==> src/rtl/fetch_pc_gen.sv <==
// IF1 fetch stage: owns the fetch PC, issues aligned 64-bit cache requests and packs in-order
// responses into one or two instruction packets, discarding responses that predate a redirect.
module fetch_pc_gen #(
  parameter logic [31:0] RESET_PC        = 32'hbfc00000,
  parameter int unsigned MAX_OUTSTANDING = 2,
  parameter int unsigned CNT_W           = 2
) (
  input  logic         clk,
  input  logic         reset,
  input  logic         ds_flush,
  input  logic [31:0]  flush_pc,
  input  logic         fifo_allowin,
  output logic         inst_req,
  output logic [31:0]  inst_addr,
  input  logic         inst_addr_ok,
  input  logic         inst_data_ok,
  input  logic [63:0]  inst_rdata,
  output logic         valid_i_0,
  output logic         valid_i_1,
  output logic [101:0] icache_bus_0,
  output logic [101:0] icache_bus_1
);

  localparam int unsigned PTR_W    = (MAX_OUTSTANDING > 1) ? $clog2(MAX_OUTSTANDING) : 1;
  localparam logic [4:0]  EXC_ADEL = 5'h04;
  localparam logic [CNT_W:0]   MAX_CNT  = MAX_OUTSTANDING[CNT_W:0];
  localparam logic [PTR_W-1:0] PTR_LAST = PTR_W'(MAX_OUTSTANDING - 1);

  typedef enum logic [0:0] {StRun, StHalt} state_e;

  state_e           state_q, state_d;
  logic [31:0]      pc_q, pc_d;
  logic [CNT_W-1:0] outstanding_q, outstanding_d;
  logic [CNT_W-1:0] cancel_q, cancel_d;
  logic [31:0]      tag_q [MAX_OUTSTANDING];
  logic [PTR_W-1:0] wr_ptr_q, wr_ptr_d, rd_ptr_q, rd_ptr_d;
  logic             hold_full_q, hold_full_d;
  logic [31:0]      hold_pc_q, hold_pc_d;
  logic [63:0]      hold_data_q, hold_data_d;

  logic             accept;
  logic             resp_live;
  logic             adel;
  logic             emit_hold;
  logic             emit_adel;
  logic [CNT_W:0]   in_use;
  logic [31:0]      tag_head;

  function automatic logic [101:0] make_pkt(input logic [31:0] pc, input logic [31:0] inst);
    return {1'b0, 5'd0, pc + 32'd4, inst, pc};
  endfunction

  function automatic logic [PTR_W-1:0] ptr_inc(input logic [PTR_W-1:0] p);
    return (p == PTR_LAST) ? '0 : p + 1'b1;
  endfunction

  assign in_use    = {1'b0, outstanding_q} + {{CNT_W{1'b0}}, hold_full_q};
  assign accept    = inst_req && inst_addr_ok;
  assign resp_live = inst_data_ok && (cancel_q == '0);
  assign tag_head  = tag_q[rd_ptr_q];
  assign adel      = !reset && !ds_flush && (state_q == StRun) && (pc_q[1:0] != 2'b00) &&
                     (outstanding_q == '0) && !hold_full_q;

  // State register
  always_ff @(posedge clk) begin
    if (reset) begin
      state_q <= StRun;
    end else begin
      state_q <= state_d;
    end
  end

  // Next-state logic
  always_comb begin
    state_d = state_q;
    if (ds_flush) begin
      state_d = StRun;
    end else if (emit_adel) begin
      state_d = StHalt;
    end
  end

  // Outputs
  always_comb begin
    inst_req     = 1'b0;
    inst_addr    = 32'h0;
    valid_i_0    = 1'b0;
    valid_i_1    = 1'b0;
    icache_bus_0 = '0;
    icache_bus_1 = '0;
    emit_hold    = 1'b0;
    emit_adel    = 1'b0;
    if (!reset) begin
      inst_addr = {pc_q[31:3], 3'b000};
      inst_req  = (state_q == StRun) && !ds_flush && (in_use < MAX_CNT) &&
                  (pc_q[1:0] == 2'b00);
      if (!ds_flush) begin
        if (hold_full_q && fifo_allowin) begin
          emit_hold    = 1'b1;
          valid_i_0    = 1'b1;
          valid_i_1    = !hold_pc_q[2];
          icache_bus_0 = make_pkt(hold_pc_q, hold_pc_q[2] ? hold_data_q[63:32] : hold_data_q[31:0]);
          if (!hold_pc_q[2]) begin
            icache_bus_1 = make_pkt(hold_pc_q + 32'd4, hold_data_q[63:32]);
          end
        end else if (resp_live && fifo_allowin) begin
          valid_i_0    = 1'b1;
          valid_i_1    = !tag_head[2];
          icache_bus_0 = make_pkt(tag_head, tag_head[2] ? inst_rdata[63:32] : inst_rdata[31:0]);
          if (!tag_head[2]) begin
            icache_bus_1 = make_pkt(tag_head + 32'd4, inst_rdata[63:32]);
          end
        end else if (adel && fifo_allowin) begin
          emit_adel    = 1'b1;
          valid_i_0    = 1'b1;
          icache_bus_0 = {1'b1, EXC_ADEL, pc_q, 32'h0, pc_q};
        end
      end
    end
  end

  // Datapath next state
  always_comb begin
    pc_d          = pc_q;
    outstanding_d = outstanding_q;
    cancel_d      = cancel_q;
    wr_ptr_d      = wr_ptr_q;
    rd_ptr_d      = rd_ptr_q;
    hold_full_d   = hold_full_q;
    hold_pc_d     = hold_pc_q;
    hold_data_d   = hold_data_q;

    if (accept && !inst_data_ok) begin
      outstanding_d = outstanding_q + 1'b1;
    end else if (!accept && inst_data_ok) begin
      outstanding_d = outstanding_q - 1'b1;
    end

    if (ds_flush) begin
      pc_d        = flush_pc;
      // Every request still in flight is stale; cancel_q entries are already among them.
      cancel_d    = outstanding_q - CNT_W'(inst_data_ok);
      wr_ptr_d    = '0;
      rd_ptr_d    = '0;
      hold_full_d = 1'b0;
    end else begin
      if (accept) begin
        pc_d     = pc_q[2] ? pc_q + 32'd4 : pc_q + 32'd8;
        wr_ptr_d = ptr_inc(wr_ptr_q);
      end
      if (inst_data_ok && (cancel_q != '0)) begin
        cancel_d = cancel_q - 1'b1;
      end
      if (resp_live) begin
        rd_ptr_d = ptr_inc(rd_ptr_q);
      end
      if (resp_live && (!fifo_allowin || hold_full_q)) begin
        hold_full_d = 1'b1;
        hold_pc_d   = tag_head;
        hold_data_d = inst_rdata;
      end else if (emit_hold) begin
        hold_full_d = 1'b0;
      end
    end
  end

  always_ff @(posedge clk) begin
    if (reset) begin
      pc_q          <= RESET_PC;
      outstanding_q <= '0;
      cancel_q      <= '0;
      wr_ptr_q      <= '0;
      rd_ptr_q      <= '0;
      hold_full_q   <= 1'b0;
      hold_pc_q     <= 32'h0;
      hold_data_q   <= 64'h0;
    end else begin
      pc_q          <= pc_d;
      outstanding_q <= outstanding_d;
      cancel_q      <= cancel_d;
      wr_ptr_q      <= wr_ptr_d;
      rd_ptr_q      <= rd_ptr_d;
      hold_full_q   <= hold_full_d;
      hold_pc_q     <= hold_pc_d;
      hold_data_q   <= hold_data_d;
    end
  end

  always_ff @(posedge clk) begin
    if (accept) begin
      tag_q[wr_ptr_q] <= pc_q;
    end
  end

endmodule

==> config.mk <==
export PLATFORM = sky130hd
export DESIGN_NAME = fetch_pc_gen
export DESIGN_NICKNAME = d
export VERILOG_FILES = /design/src/rtl/fetch_pc_gen.sv
export SDC_FILE = /design/constraint.sdc
export NUM_CORES = 1
export LEC_CHECK = 0
export CAP_MARGIN = 15
export CORE_MARGIN = 8
export CORE_UTILIZATION = 30
export CTS_CLUSTER_SIZE = 12
export DETAILED_ROUTE_END_ITERATION = 6
export PLACE_DENSITY = 0.51
export SLEW_MARGIN = 20
export SYNTH_ARGS = -nofsm -noshare
export SYNTH_HDL_FRONTEND = slang
export SYNTH_SLANG_ARGS = --single-unit
==> constraint.sdc <==
create_clock -name clk -period 14.65 [get_ports clk]
set_input_delay 2.1975 -clock clk [delete_from_list [all_inputs] [get_ports clk]]
set_output_delay 2.1975 -clock clk [all_outputs]
set_load 0.05 [all_outputs]
==> results_dict.tcl, run 1 <==
set metrics [dict create \
    place_hpwl_um 43900 \
    globalRoute.totalOverflow 0 \
    initial_core_util_pct 30.4 \
    cts.repair.resized 0 \
    route.detailed.drc 0 \
    cts.path.max_buffers 3 \
    hold_path_class "flip-flop to flip-flop" \
    dr_wl_met2_um 28000 \
    finalHoldWorstSlack_ns 0.452 \
    instances_no_fill 2685 \
    critPathSlowestCell "sky130_fd_sc_hd__clkdlybuf4s50_1" \
    arrival_ns 6.40 \
    detail_route.first_pass.iterations 5 \
    route.layer.met1.wl_um 27100 \
    synthDominantCellAreaShare_pct 19.4 \
    worst_path_cell_trace "clkdlybuf4s50_1, nor2b_1, nand2_2, buf_4, nor2_4, buf_4, nand2_1, or3_1, nand3_1, clkdlybuf4s50_1" \
    floorplan.die.height_um 233 \
    worst_setup_path_end_kind "output pin" \
    finalWirelength_um 60600 \
    ys.warnings.count 0 \
    ffs_latches_synth 201 \
    synth-edff-count 64 \
    finalSetupViolCount 0 \
    die_w_um 233 \
    placementRows 79 \
    synth_top_cells_by_area "sky130_fd_sc_hd__dfxtp_1 (19%), sky130_fd_sc_hd__edfxtp_1 (14%), sky130_fd_sc_hd__nor2_1 (7.1%), sky130_fd_sc_hd__mux2i_1 (6.8%), sky130_fd_sc_hd__nand2_1 (6.2%)" \
    drv_cap 0 \
    critical_path_buf_inv_count 4 \
    critical_path.reg2reg.startpoint "outstanding_q[1]" \
    power.static_leakage_nw 5.92 \
    cts_setup_buffers 0 \
    route.detailed.vias_per_inst 5.49 \
    netlist-cell-type-count 74 \
    sum_of_internal_switching_and_leakage_power_mw 1.62 \
    syn_avg_cell_area_sq_um 7.78 \
    die_area_sq_um 54400 \
    pre_cts_slack_ns 6.12 \
    layout.core_utilization_pct 40.0 \
    clock-skew-final_ns 0.0180 \
    avgRoutedWirePerCell_um 22.6 \
    path_delay_family "buffers and inverters" \
    netlist_top_cells_count "sky130_fd_sc_hd__nor2_1 (267), sky130_fd_sc_hd__nand2_1 (233), sky130_fd_sc_hd__a21oi_1 (145)" \
    globalRouteTotalUtil_pct 20.8 \
    worstSetupPathDepth 10 \
    startpoint_type "input port" \
    port-buffer-count 326 \
    min_period_over_period_pct 58.7 \
    rr_worst_depth 8 \
    rsz0062_at_grt "false" \
    numPlacedInstances 2629 \
    final_net_count 2163 \
    vias 14700 \
    final.min_clock_period_ns 8.60 \
    ctsHoldBuffers 0 \
    number_of_global_route_vias_before_repair 14300 \
    dr.first_iter.drc_count 1579 \
    tns_ns 0 \
    crit_type "input port to output pin" \
    clock.fmax_mhz 116 \
    clk_transition_reported_paths_ns 0.05 \
    layout.filler_cells 4725 \
    worst_reg2reg_endpoint "pc_q[23]" \
    htree_num_levels 1 \
    power.density_cell_area_nw_per_um2 86.6 \
    antenna_found_initial 2 \
    cts_num_sinks 201 \
    coreArea_sq_um 46600 \
    placed_area_sq_um 17800 \
    tritoncts_clock_tree "built" \
    synth_cells 1820 \
    status "completed" \
    cp_slowest_stage_delay_ns 0.81 \
    synth_cell_area_sq_um 14200 \
    max_slew.worst_pin.slew_ns 1.06 \
    timing.critical_path.fanout_max 56 \
    worstSkewPairLatency_ns 0.56 \
    i_o_pins 341 \
    yosys_most_used_dff "sky130_fd_sc_hd__dfxtp_1" \
    max_slew_violation_total_from_the_final_report 0 \
    synthDominantAreaCellType "sky130_fd_sc_hd__dfxtp_1" \
    cts_buffers 27 \
    crit_path_end "icache_bus_1[90]" \
    synth_most_common_cell "sky130_fd_sc_hd__nor2_1" \
    smallest_setup_slack_after_layout_ns 6.05 \
    async_flop_share_pct 0 \
    detailroute.wirelength.met3_um 4200 \
    stdcell_area_sq_um 18600 \
    yosysSeqAreaShare_pct 32.9 \
    timing.critical_path.required_ns 12.45 \
    root_buffer "sky130_fd_sc_hd__clkbuf_16" \
    worst_ir_drop_vdd_uv 89.5 \
    max_slew_margin_pct 27.2 \
    hold_viol_final 0 \
    final_wtd_congestion 0.893 \
    critical_path.startpoint "fifo_allowin" \
    drive_gt1_share_pct 5.12 \
    ff2ff_setup_slack_ns 11.49 \
    final_antenna_net_count 0 \
    grt_start_max_net_pins 83 \
    first_pass_grt_wire_length_um 89500 \
    maxUsedRoutingLayer "met4" \
    flow.area_growth_from_synthesis_pct 31.7 \
]
-- worst min path at each step --
stage                            endpoint  slack (ns)  depth (start not counted)             from
after floorplan                   state_q        0.42                          1          state_q
after global placement    hold_data_q[29]        0.44                          2  hold_data_q[29]
after detailed placement  hold_data_q[13]        0.45                          2  hold_data_q[13]
after CTS                 hold_data_q[13]        0.45                          2  hold_data_q[13]
after global routing       hold_data_q[7]        0.47                          2   hold_data_q[7]
final                     hold_data_q[13]        0.45                          2  hold_data_q[13]
-- flip-flops by register name (all words and copies together) (netlist names), named ones only --
name,cells
cancel_q,2
wr_ptr_q,1
tag_q,64
outstanding_q,2
hold_data_q,64
rd_ptr_q,1
pc_q,32
state_q,1
hold_pc_q,32
hold_full_q,1
-- power by group --
part / leakage [nW] / internal, mW / switching [mW] / total (mW)
clock network: 0.417 / 0.386 / 0.269 / 0.654
logic: 3.80 / 0.116 / 0.215 / 0.331
registers: 1.70 / 0.597 / 0.0324 / 0.630
total: 5.92 / 1.10 / 0.516 / 1.62
-- per-layer routing --
layer  GRT usage [%]  up-vias
met4            5.12        0
met1            28.9     7155
met5               0        -
li1                -     6992
met3            3.41       80
met2            33.3      511
-- cell usage in the layout (no fill, tap or decap), types with 20 or more instances in the layout --
cell type                           n
sky130_fd_sc_hd__clkdlybuf4s50_1  324
sky130_fd_sc_hd__nor2_1           263
sky130_fd_sc_hd__nand2_1          231
sky130_fd_sc_hd__a21oi_1          145
sky130_fd_sc_hd__dfxtp_1          135
sky130_fd_sc_hd__mux2i_1           95
sky130_fd_sc_hd__a211oi_1          78
sky130_fd_sc_hd__xnor2_1           75
sky130_fd_sc_hd__edfxtp_1          64
sky130_fd_sc_hd__nand3_1           52
sky130_fd_sc_hd__a22oi_1           51
sky130_fd_sc_hd__xor2_1            48
sky130_fd_sc_hd__o21ai_0           41
sky130_fd_sc_hd__nand4_1           38
sky130_fd_sc_hd__nor2b_1           35
sky130_fd_sc_hd__o22a_1            33
sky130_fd_sc_hd__nor3_1            30
sky130_fd_sc_hd__buf_4             28
sky130_fd_sc_hd__clkbuf_16         27
sky130_fd_sc_hd__o22ai_1           21
sky130_fd_sc_hd__a221oi_1          20
-- kinds of logic after synthesis --
logic type	share of synthesized area [%]
other	0.0265
buffers and inverters	5.72
AND/OR/NAND/NOR	24.5
AO/OA/AOI/OAI	20.7
flip-flops	32.9
XOR/XNOR	7.61
adder cells (fa/ha/maj)	0.884
multiplexers	7.58
-- area by class of cell --
cell class              count  area (sq um)  share of cell area (%)
multi-input cells        1448          8790                    47.2
clock inverters            15           146                   0.785
flip-flops and latches    201          4670                    25.0
repair buffers            353          3460                    18.6
inverters                  20          75.1                   0.403
clock buffers              35           726                    3.89
well taps                 607           759                    4.07
diodes                      6          15.0                  0.0805
-- worst reg2reg max path, stage by stage (launching register included) --
cell	delay, ns
sky130_fd_sc_hd__dfxtp_1	0.34
sky130_fd_sc_hd__or4_1	0.61
sky130_fd_sc_hd__a2111oi_2	0.58
sky130_fd_sc_hd__nand2_1	0.15
sky130_fd_sc_hd__inv_1	0.48
sky130_fd_sc_hd__nor2_1	0.34
sky130_fd_sc_hd__a21oi_1	0.19
sky130_fd_sc_hd__a21oi_1	0.09
sky130_fd_sc_hd__a211o_1	0.28
(Power assumes the default switching activity.)
==> run 2, diff against run 1 <==
Settings changed: PLACE_DENSITY 0.51 to 0.53.
Clock period 14.65 ns to 7.9 ns, I/O delays scaled along.
==> results_dict.tcl, run 2 (synthesized netlist as in run 1, its figures left out) <==
set metrics [dict create \
    final_wtd_congestion 0.912 \
    clock-skew-final_ns 0.0207 \
    dr.first_iter.drc_count 1695 \
    ctsHoldBuffers 0 \
    i_o_pins 341 \
    clock.fmax_mhz 143 \
    min_period_over_period_pct 88.6 \
    first_pass_grt_wire_length_um 90100 \
    coreArea_sq_um 46600 \
    numPlacedInstances 2637 \
    grt_busiest_layer "met2" \
    global_route.usage.met2_pct 32.3 \
    hp-start "hold_data_q[1]" \
    worst_setup_path_end_kind "output pin" \
    avgRoutedWirePerCell_um 22.8 \
    clk_transition_reported_paths_ns 0.06 \
    worst_ir_drop_vdd_uv 131 \
    finalWirelength_um 61400 \
    proportion_of_power_drawn_by_flip_flops_and_latches_pct 38.5 \
    groute.layer.met3.usage_pct 3.63 \
    clk_pwr_share_pct 41.2 \
    drv_cap 0 \
    reg_area_sq_um 4670 \
    smallest_setup_slack_after_layout_ns 0.900 \
    power.switching_fraction_pct 31.3 \
    cts_setup_buffers 0 \
    place_hpwl_um 44800 \
    use_met1_pct 29.7 \
    arrival_ns 5.81 \
    instances_no_fill 2688 \
    status "completed" \
    port-buffer-count 326 \
    final_antenna_net_count 0 \
    startpoint_type "flip-flop" \
    power_report.internal_total_mw 2.09 \
    final.min_clock_period_ns 7.00 \
    power.density_cell_area_nw_per_um2 162 \
    max_slew_margin_pct 29.0 \
    floorplan.die.height_um 233 \
    flow.area_growth_from_synthesis_pct 32.2 \
    drive_gt1_share_pct 5.44 \
    tns_ns 0 \
    hold_viol_final 0 \
    vias 14900 \
    max_slew_violation_total_from_the_final_report 0 \
    finalSetupViolCount 0 \
    most-common-layout-cells "sky130_fd_sc_hd__clkdlybuf4s50_1 (324), sky130_fd_sc_hd__nor2_1 (264), sky130_fd_sc_hd__nand2_1 (231), sky130_fd_sc_hd__a21oi_1 (145), sky130_fd_sc_hd__dfxtp_1 (135)" \
    cts.repair.resized 0 \
    detail_route.first_pass.iterations 6 \
    die_w_um 233 \
    tritoncts_clock_tree "built" \
    route.detailed.drc 0 \
    stdcell_area_sq_um 18700 \
    globalRoute.totalOverflow 0 \
    hold_path_class "flip-flop to flip-flop" \
    reg_top3 "hold_data_q (64), tag_q (64)" \
    final_net_count 2170 \
    power.static_leakage_nw 5.99 \
    initial_core_util_pct 30.4 \
    antenna_found_initial 3 \
    combinational_group_share_of_total_power_pct 20.3 \
    die_area_sq_um 54400 \
    rsz0062_at_grt "false" \
    crit_type "flip-flop to output pin" \
    cts_num_sinks 201 \
    sum_of_internal_switching_and_leakage_power_mw 3.04 \
    max_slew.worst_pin.slew_ns 1.06 \
    worstSkewPairLatency_ns 0.56 \
    layout.core_utilization_pct 40.2 \
    htree_num_levels 1 \
    layout.filler_cells 4765 \
    pre_cts_slack_ns 1.56 \
    cts.path.max_buffers 3 \
    multiInputGateArea_sq_um 8790 \
    route.detailed.vias_per_inst 5.53 \
    most_common_library_cell_in_the_layout_ignoring_fill_and_taps "sky130_fd_sc_hd__clkdlybuf4s50_1" \
    cts_buffers 26 \
    placementRows 79 \
    number_of_global_route_vias_before_repair 14400 \
    finalHoldWorstSlack_ns 0.453 \
    placed_area_sq_um 17800 \
    grt_start_max_net_pins 78 \
    timing.critical_path.fanout_max 18 \
    net-switching-power_mw 0.952 \
    critical_path.reg2reg.startpoint "outstanding_q[1]" \
    timing.critical_path.required_ns 6.71 \
    globalRouteTotalUtil_pct 21.2 \
    root_buffer "sky130_fd_sc_hd__clkbuf_16" \
]
run 2: changes by cell type in the layout (fill, tap and decap cells not counted), sizes merged:
cell,previous run,this run
diode,6,3
buf,29,37
inv,21,20
clkinvlp,4,1
clkinv,8,6
clkbuf,35,39
run 2: critical path, cell delays in order (launching register included):
cell                              delay [ns]
sky130_fd_sc_hd__dfxtp_2                0.35
sky130_fd_sc_hd__mux2i_4                0.19
sky130_fd_sc_hd__inv_2                  0.46
sky130_fd_sc_hd__ha_1                   0.44
sky130_fd_sc_hd__nand4_1                0.17
sky130_fd_sc_hd__o22ai_1                0.69
sky130_fd_sc_hd__nand4_1                0.26
sky130_fd_sc_hd__mux2i_1                0.19
sky130_fd_sc_hd__a2111oi_0              0.68
sky130_fd_sc_hd__nand4_1                0.37
sky130_fd_sc_hd__nor4_1                 0.35
sky130_fd_sc_hd__xnor2_1                0.11
sky130_fd_sc_hd__o22ai_1                0.15
sky130_fd_sc_hd__clkdlybuf4s50_1        0.85
run 2: final cells by class:
class | instances | share of cell area, %
diodes | 3 | 0.0401
clock buffers | 39 | 4.29
clock inverters | 9 | 0.535
inverters | 20 | 0.401
multi-input cells | 1448 | 46.9
flip-flops and latches | 201 | 24.9
well taps | 607 | 4.06
repair buffers | 361 | 18.8
run 2: path summary, 6_finish.rpt:
| kind | slack, ns | cells after the start | end |
|---|---|---|---|
| max | 0.90 | 13 | icache_bus_1[95] |
| min | 0.45 | 2 | hold_data_q[1] |
| max reg2reg | 4.06 | 9 | pc_q[23] |
| min reg2reg | 0.45 | 2 | hold_data_q[1] |
run 2: power groups by stage:
| stage | sequential [mW] | combinational, mW | clock [mW] |
|---|---|---|---|
| after detailed placement | 1.19 | 0.611 | 0 |
| after CTS | 1.17 | 0.614 | 1.29 |
| final | 1.17 | 0.616 | 1.25 |
| after global placement | 1.19 | 0.609 | 0 |
| after global routing | 1.18 | 0.656 | 1.32 |
| after floorplan | 1.16 | 0.406 | 0 |
run 2: layer usage:
layer,share of wire [%],vias up
met1,45,7097
met4,3.4,4
met3,7.4,108
li1,-,7004
met2,44,642
met5,0.049,-
==> run 3, diff against run 2 <==
Settings changed: PLACE_DENSITY 0.53 to default.
==> results_dict.tcl, run 3 (synthesized netlist as in run 1, its figures left out) <==
set metrics [dict create \
    combinational_group_share_of_total_power_pct 20.3 \
    worst_setup_path_end_kind "output pin" \
    placementRows 79 \
    flow.area_growth_from_synthesis_pct 31.9 \
    place_hpwl_um 45000 \
    arrival_ns 5.79 \
    max_slew.worst_pin.slew_ns 1.13 \
    coreArea_sq_um 46600 \
    finalHoldWorstSlack_ns 0.454 \
    initial_core_util_pct 30.4 \
    clock.fmax_mhz 143 \
    final_antenna_net_count 0 \
    most-common-layout-cells "sky130_fd_sc_hd__clkdlybuf4s50_1 (324), sky130_fd_sc_hd__nor2_1 (264), sky130_fd_sc_hd__nand2_1 (231), sky130_fd_sc_hd__a21oi_1 (145), sky130_fd_sc_hd__dfxtp_1 (135)" \
    net-switching-power_mw 0.941 \
    port-buffer-count 326 \
    smallest_setup_slack_after_layout_ns 0.920 \
    cts.repair.resized 0 \
    vias 15000 \
    pre_cts_slack_ns 1.44 \
    whs_endpoint "hold_data_q[26]" \
    die_w_um 233 \
    clk_transition_reported_paths_ns 0.06 \
    max_slew_violation_total_from_the_final_report 0 \
    grt_start_max_net_pins 97 \
    drv_cap 0 \
    power.static_leakage_nw 5.95 \
    final.min_clock_period_ns 6.98 \
    number_of_global_route_vias_before_repair 14300 \
    rsz0062_at_grt "false" \
    min_delay_path_depth 2 \
    power_report.internal_total_mw 2.08 \
    status "completed" \
    sum_of_internal_switching_and_leakage_power_mw 3.02 \
    finalSetupViolCount 0 \
    root_buffer "sky130_fd_sc_hd__clkbuf_16" \
    power.switching_fraction_pct 31.2 \
    hold_viol_final 0 \
    tritoncts_clock_tree "built" \
    globalRouteTotalUtil_pct 21.1 \
    proportion_of_power_drawn_by_flip_flops_and_latches_pct 38.8 \
    clk_pwr_share_pct 40.8 \
    cts_num_sinks 201 \
    antenna_found_initial 2 \
    worst_reg2reg_endpoint "pc_q[23]" \
    globalRoute.totalOverflow 0 \
    ctsHoldBuffers 0 \
    path_delay_family "simple AND/OR/NAND/NOR gates" \
    tns_ns 0 \
    startpoint_type "flip-flop" \
    final_net_count 2167 \
    route.detailed.drc 0 \
    rr_worst_depth 9 \
    worstSkewPairLatency_ns 0.54 \
    reg_top3 "hold_data_q (64), tag_q (64)" \
    max_slew_margin_pct 24.5 \
    critPathSlowestCell "sky130_fd_sc_hd__clkdlybuf4s50_1" \
    timing.critical_path.fanout_max 18 \
    avgRoutedWirePerCell_um 22.9 \
    final_wtd_congestion 0.926 \
    i_o_pins 341 \
    first_pass_grt_wire_length_um 89900 \
    min_period_over_period_pct 88.4 \
    power.density_cell_area_nw_per_um2 162 \
    cp_slowest_stage_delay_ns 0.87 \
    cts_setup_buffers 0 \
    finalWirelength_um 61500 \
    htree_num_levels 1 \
    hp-start "hold_data_q[26]" \
    drive_gt1_share_pct 5.26 \
    hold_path_class "flip-flop to flip-flop" \
    cts_buffers 25 \
    cts.path.max_buffers 3 \
    crit_type "flip-flop to output pin" \
    dr.first_iter.drc_count 1669 \
    die_area_sq_um 54400 \
    critical_path_buf_inv_count 2 \
    most_common_library_cell_in_the_layout_ignoring_fill_and_taps "sky130_fd_sc_hd__clkdlybuf4s50_1" \
    timing.critical_path.required_ns 6.71 \
    critical_path.reg2reg.startpoint "outstanding_q[1]" \
    detail_route.first_pass.iterations 6 \
    route.detailed.vias_per_inst 5.60 \
    worst_ir_drop_vdd_uv 133 \
    floorplan.die.height_um 233 \
    clock-skew-final_ns 0.0196 \
    ff2ff_setup_slack_ns 4.02 \
    worst_path_cell_trace "mux2i_4, inv_2, ha_1, nand4_1, o22ai_1, nand3_1, xnor2_1, nor4_2, nand3_1, or4_1, xnor2_1, o22ai_1, clkdlybuf4s50_1" \
]
==> run 3: cell types whose count changed in the layout (fill, tap and decap cells not counted), sizes merged <==
cell / delta
clkbuf: -10
clkinvlp: +4
buf: -2
inv: +1
diode: -1
bufinv: +3
==> run 3: per-layer routing <==
metal	up-vias	wire length, um	global-route usage [%]
met5	-	27	0
met4	4	2520	8.62
met3	128	4840	4.32
met2	673	27500	32.6
met1	7235	26600	28.4
li1	6986	-	-
==> run 3: worst min-delay path: stages (launching register included) <==
cell and delay (ns):
sky130_fd_sc_hd__dfxtp_1 0.30, sky130_fd_sc_hd__nand2_1 0.05, sky130_fd_sc_hd__a21oi_1 0.05
==> run 3: through the flow <==
step	util, %	std cells	area (sq um)
after floorplan	-	1833	14200
after global placement	38.2	2635	17800
after detailed placement	38.2	2635	17800
after CTS	40.1	2681	18700
after global routing	40.1	2681	18700
final	40.1	2683	18700
==> run 3: power by group through the flow <==
stage	logic [mW]	registers (mW)	clock network (mW)
final	0.614	1.17	1.23
after global routing	0.652	1.18	1.30
after CTS	0.609	1.17	1.26
after detailed placement	0.606	1.19	0
after global placement	0.605	1.19	0
after floorplan	0.406	1.16	0
==> run 3: final cells by class <==
class                      count  area, sq um
antenna                        2         5.00
clock buffer                  29          651
clock inverter                17          223
fill                        4725        27900
inverter                      20         75.1
multi-input combinational   1448         8790
sequential                   201         4670
tap                          607          759
timing repair buffer         359         3510
==> run 3: worst max-delay path by stage <==
| stage | cells after the start | to |
|---|---|---|
| after global routing | 13 | icache_bus_1[88] |
| after global placement | 8 | icache_bus_0[69] |
| after CTS | 13 | icache_bus_1[88] |
| final | 13 | icache_bus_1[88] |
| after detailed placement | 8 | icache_bus_0[69] |
| after floorplan | 6 | tag_q[0][0] |
